### src/rtl/alu_pkg.sv
// Shared alu definitions: datapath widths, flag bit positions, opcode and compare codes.
package alu_pkg;
   localparam int DATA_W = 32;
   localparam int ADDR_W = 5;

   localparam int ZCV_Z = 2;
   localparam int ZCV_C = 1;
   localparam int ZCV_V = 0;

   localparam logic [3:0] OP_AND  = 4'd0;
   localparam logic [3:0] OP_OR   = 4'd1;
   localparam logic [3:0] OP_ADD  = 4'd2;
   localparam logic [3:0] OP_SUB  = 4'd6;
   localparam logic [3:0] OP_SLT  = 4'd7;
   localparam logic [3:0] OP_NOR  = 4'd12;
   localparam logic [3:0] OP_NAND = 4'd13;

   localparam logic [2:0] CMP_SLT = 3'd0;
   localparam logic [2:0] CMP_SGT = 3'd1;
   localparam logic [2:0] CMP_SLE = 3'd2;
   localparam logic [2:0] CMP_SGE = 3'd3;
   localparam logic [2:0] CMP_SNE = 3'd4;
   localparam logic [2:0] CMP_SEQ = 3'd6;
endpackage

### src/rtl/rf_core.sv
// Register storage with one write port and two combinational raw read ports.
// Register 0 reads as zero and ignores writes; one register resets to a non-zero value.
module rf_core
   import alu_pkg::*;
#(
   parameter int                DEPTH   = 32,
   parameter int                SP_IDX  = 29,
   parameter logic [DATA_W-1:0] SP_INIT = 32'd128
) (
   input  logic              clk,
   input  logic              rst_n,
   input  logic              wr_en,
   input  logic [ADDR_W-1:0] wr_addr,
   input  logic [DATA_W-1:0] wr_data,
   input  logic [ADDR_W-1:0] rs1_addr,
   input  logic [ADDR_W-1:0] rs2_addr,
   output logic [DATA_W-1:0] rd1_data,
   output logic [DATA_W-1:0] rd2_data
);
   logic [DATA_W-1:0] regs_q [DEPTH];

   always_ff @(posedge clk) begin
      if (!rst_n) begin
         for (int i = 0; i < DEPTH; i++) begin
            regs_q[i] <= (i == SP_IDX) ? SP_INIT : '0;
         end
      end else if (wr_en && (wr_addr != '0)) begin
         regs_q[wr_addr] <= wr_data;
      end
   end

   always_comb begin
      rd1_data = (rs1_addr == '0) ? '0 : regs_q[rs1_addr];
      rd2_data = (rs2_addr == '0) ? '0 : regs_q[rs2_addr];
   end
endmodule

### src/rtl/alu_operand_rf.sv
// Operand-issue stage: register file, registered src1/src2 with valid (1 cycle), alu flag register.
// RF_BYPASS_EN selects same-edge write-to-read forwarding; otherwise reads see pre-write contents.
module alu_operand_rf
   import alu_pkg::*;
#(
   parameter int                DEPTH   = 32,
   parameter int                SP_IDX  = 29,
   parameter logic [DATA_W-1:0] SP_INIT = 32'd128
) (
   input  logic              clk,
   input  logic              rst_n,
   input  logic              rd_req,
   input  logic [ADDR_W-1:0] rs1_addr,
   input  logic [ADDR_W-1:0] rs2_addr,
   output logic [DATA_W-1:0] src1,
   output logic [DATA_W-1:0] src2,
   output logic              src_valid,
   input  logic              wr_en,
   input  logic [ADDR_W-1:0] wr_addr,
   input  logic [DATA_W-1:0] wr_data,
   input  logic              flag_we,
   input  logic [2:0]        zcv_in,
   output logic [2:0]        zcv_q
);
   logic [DATA_W-1:0] rd1_raw, rd2_raw;
   logic [DATA_W-1:0] src1_d, src2_d, src1_q, src2_q;
   logic              valid_q;
   logic [2:0]        zcv_r_q;

   rf_core #(
      .DEPTH  (DEPTH),
      .SP_IDX (SP_IDX),
      .SP_INIT(SP_INIT)
   ) u_core (
      .clk     (clk),
      .rst_n   (rst_n),
      .wr_en   (wr_en),
      .wr_addr (wr_addr),
      .wr_data (wr_data),
      .rs1_addr(rs1_addr),
      .rs2_addr(rs2_addr),
      .rd1_data(rd1_raw),
      .rd2_data(rd2_raw)
   );

`ifdef RF_BYPASS_EN
   // Forward only non-zero targets so register 0 still reads as zero.
   always_comb begin
      src1_d = (wr_en && (wr_addr == rs1_addr) && (rs1_addr != '0)) ? wr_data : rd1_raw;
      src2_d = (wr_en && (wr_addr == rs2_addr) && (rs2_addr != '0)) ? wr_data : rd2_raw;
   end
`else
   always_comb begin
      src1_d = rd1_raw;
      src2_d = rd2_raw;
   end
`endif

   always_ff @(posedge clk) begin
      if (!rst_n) begin
         src1_q  <= '0;
         src2_q  <= '0;
         valid_q <= 1'b0;
         zcv_r_q <= '0;
      end else begin
         if (rd_req) begin
            src1_q <= src1_d;
            src2_q <= src2_d;
         end
         valid_q <= rd_req;
         if (flag_we) begin
            zcv_r_q <= zcv_in;
         end
      end
   end

   assign src1      = src1_q;
   assign src2      = src2_q;
   assign src_valid = valid_q;
   assign zcv_q     = zcv_r_q;
endmodule
### config.mk
export PLATFORM = sky130hd
export DESIGN_NAME = alu_operand_rf
export DESIGN_NICKNAME = d
export VERILOG_FILES = /design/src/rtl/alu_pkg.sv /design/src/rtl/rf_core.sv /design/src/rtl/alu_operand_rf.sv
export SDC_FILE = /design/constraint.sdc
export NUM_CORES = 2
export LEC_CHECK = 0
export BUFFER_PORTS_ARGS = -buffer_cell sky130_fd_sc_hd__buf_2
export CAP_MARGIN = 40
export CELL_PAD_IN_SITES_DETAIL_PLACEMENT = 0
export CELL_PAD_IN_SITES_GLOBAL_PLACEMENT = 2
export CORE_MARGIN = 2
export CORE_UTILIZATION = 48
export CTS_BUF_LIST = sky130_fd_sc_hd__clkbuf_4 sky130_fd_sc_hd__clkbuf_8 sky130_fd_sc_hd__clkbuf_16
export DETAILED_ROUTE_END_ITERATION = 10
export GPL_TIMING_DRIVEN = 0
export PLACE_DENSITY = 0.8
export SYNTH_ARGS = -nofsm -noshare
export SYNTH_HDL_FRONTEND = slang
export SYNTH_SLANG_ARGS = --single-unit
### constraint.sdc
create_clock -name clk -period 8 [get_ports clk]
set_clock_uncertainty 0.15 [all_clocks]
set_input_delay 1.6 -clock clk [delete_from_list [all_inputs] [get_ports clk]]
set_output_delay 1.6 -clock clk [all_outputs]
set_load 0.01 [all_outputs]
==> impl_metrics.ini <==
[synthesis]
avgSynthCellArea_sq_um = 14.0
yosysWarnings = 0
synth_top_area_share_pct = 53.9
synth_edf_count = 1024
synthDistinctLibCells = 47
synth_seq_area_share_pct = 56.3
synthFlopType = edfxtp_1
synth_area_sq_um = 57000
synth_area_leaders = edfxtp_1 (54%), and2_1 (11%), mux4_2 (11%), mux2i_1 (7.4%), dfxtp_1 (2.4%)
synth_most_common_cell = edfxtp_1
yosys-top-cells-count = edfxtp_1 (1,024), and2_1 (1,021), mux2i_1 (420)
ys_ff_latch = 1092
synth-async-reset-ratio_pct = 0
synth_cells = 4081
yosys.area.top_type = edfxtp_1

[placement]
dp.cells = 5884
place_congestion = 1.01
io_buffers = 117
hpwl_mm = 182

[cells_and_area]
fillers = 9608
finalNetCount = 4536
syn_to_final_growth_pct = 16.9
instances_no_fill = 6134
drive_gt1_share_pct = 20.0
fin_util_pct = 56.5

[detailed_routing]
first_iter_violations = 6856
firstDrtPassIters = 6
vias = 41100
post-route-drc-count = 0
totalWireLength_mm = 248
wl_per_cell_um = 40.4
ant_nets = 0
via_per_inst = 6.70

[clock_network]
clkLatencyLatePin_ps = 770
clockBufferDepth = 3
clk_pin_slew_ps = 50
root_buffer = clkbuf_16
cts_sinks = 1092
hold_buffers = 0
h-tree-depth = 4
cts_setup_buffers = 0
cts_resized = 0
cts_buffers = 130
cts_tree = done

[critical_path]
crit_arrival_ps = 4890
crit_fanout = 10
crit_type = in -> reg
slowest_delay_ps = 680
crit_path_end_kind = flop
cp_cell_sequence = buf_2, buf_2, nand4b_1, clkbuf_1, buf_8, nor2_1, clkbuf_1, and2_1
critPathSlowestCell = nand4b_1
rrSetupSlack_ps = 5490
worstPathRequired_ps = 8450
cp-start-kind = primary input

[sta]
rsz0062_at_grt = no
fin_setup_tns_ps = 0
final.period_utilization_pct = 55.5
finalSetupViolCount = 0
slew_viol_final = 0
period_minus_slack_ps = 4440
fmax_ghz = 0.225
hold_viol_final = 0
whs_ps = 344
slew-limit-headroom_pct = 31.7
worstMarginPinSlew_ps = 1020

[power]
total_power_uw = 14800
leakage_uw = 0.0243
powerDensity_nw_per_um2 = 223
peakVddDrop_mv = 0.237

[flow_run]
cap_violations = 0

[die]
core_sq_um = 118000
num_io_pins = 123
design.die.area_sq_um = 122000
initial_core_util_pct = 48.4
rows = 126
die_h_um = 349
die_w_um = 349

[grt]
grt.overflow.total = 0
grt_max_degree = 24
grt_use_total_pct = 40.6
grt_pass1_wl_mm = 330
grt_pass1_vias = 39800
antenna_found_initial = 9

[hold_path]
min_path_type = reg -> reg

[status]
status = completed
-- registers in the layout, summed over array words and instances, names as in the netlist --
register	flops
src_valid	1
src2	32
u_core.regs_q	1024
src1	32
zcv_q	3
-- power by group --
| group | total [uW] | internal (uW) | switching, uW |
|---|---|---|---|
| sequential | 6780 | 6570 | 207 |
| clock | 6180 | 3720 | 2460 |
| combinational | 1890 | 686 | 1210 |
| total | 14800 | 11000 | 3870 |
-- area by class of cell --
type                    instances  area (sq um)  share of cell area (%)
diodes                         11          27.5                  0.0413
plain buffers                 425          1850                    2.77
clock buffers                 186          3870                    5.80
clock inverters                52           536                   0.803
inverters                      30           113                   0.169
multi-input cells            2565         23400                    35.2
flip-flops and latches       1092         32100                    48.2
well taps                    1536          1920                    2.88
repair buffers                237          2800                    4.21
-- metrics by stage --
| step | area (sq um) | setup slack, ps |
|---|---|---|
| 3_5_place_dp | 62200 | 2980 |
| 2_1_floorplan | 57200 | 2840 |
| 6_report | 66700 | 3560 |
| 3_3_place_gp | 59700 | -1660 |
| 5_1_grt | 66600 | 3600 |
| 4_1_cts | 66600 | 3740 |
-- layer usage --
| metal | track usage (%) | up-vias | routed length, um |
|---|---|---|---|
| li1 | - | 16400 | - |
| met1 | 52.8 | 20900 | 91600 |
| met2 | 60.1 | 3138 | 108000 |
| met3 | 8.95 | 678 | 26500 |
| met4 | 29.9 | 2 | 21500 |
| met5 | 0 | - | 12 |
-- worst max-delay path, delay by kind of cell --
kind	cells	cell delay, ps
buffers and inverters	5	1850
and+or+nand+nor	3	1410
-- cells by family (layout without fill, tap and decap cells) --
logic type | after synthesis | in the layout | share of synthesized area, %
buf+inv | 455 | 930 | 3.43
flops | 1092 | 1092 | 56.3
compound gates | 485 | 485 | 6.27
other cells | 1 | 43 | 0.00657
simple gates | 1277 | 1277 | 13.2
mux | 771 | 771 | 20.8
-- cell usage in the layout (no fill, tap or decap), types with 57 or more instances in the layout --
master,instances
dfxtp_1,68
nor2_1,152
o21ai_0,57
buf_2,204
o22ai_1,92
a22o_1,68
edfxtp_1,1024
clkbuf_1,306
mux2i_1,420
mux4_2,269
and2_1,1021
clkbuf_16,139
-- worst paths after layout --
check / from / endpoint / cells past startpoint
setup / recovery: rst_n / u_core.regs_q[18][28]$_SDFFCE_PN0P_ / 8
hold / removal: src2[23]$_SDFFE_PN0P_ / src2[23]$_SDFFE_PN0P_ / 2
setup reg to reg: u_core.regs_q[27][20]$_SDFFCE_PN0P_ / src1[20]$_SDFFE_PN0P_ / 4
hold reg to reg: src2[23]$_SDFFE_PN0P_ / src2[23]$_SDFFE_PN0P_ / 2
Power figures use the tool's default switching activity.
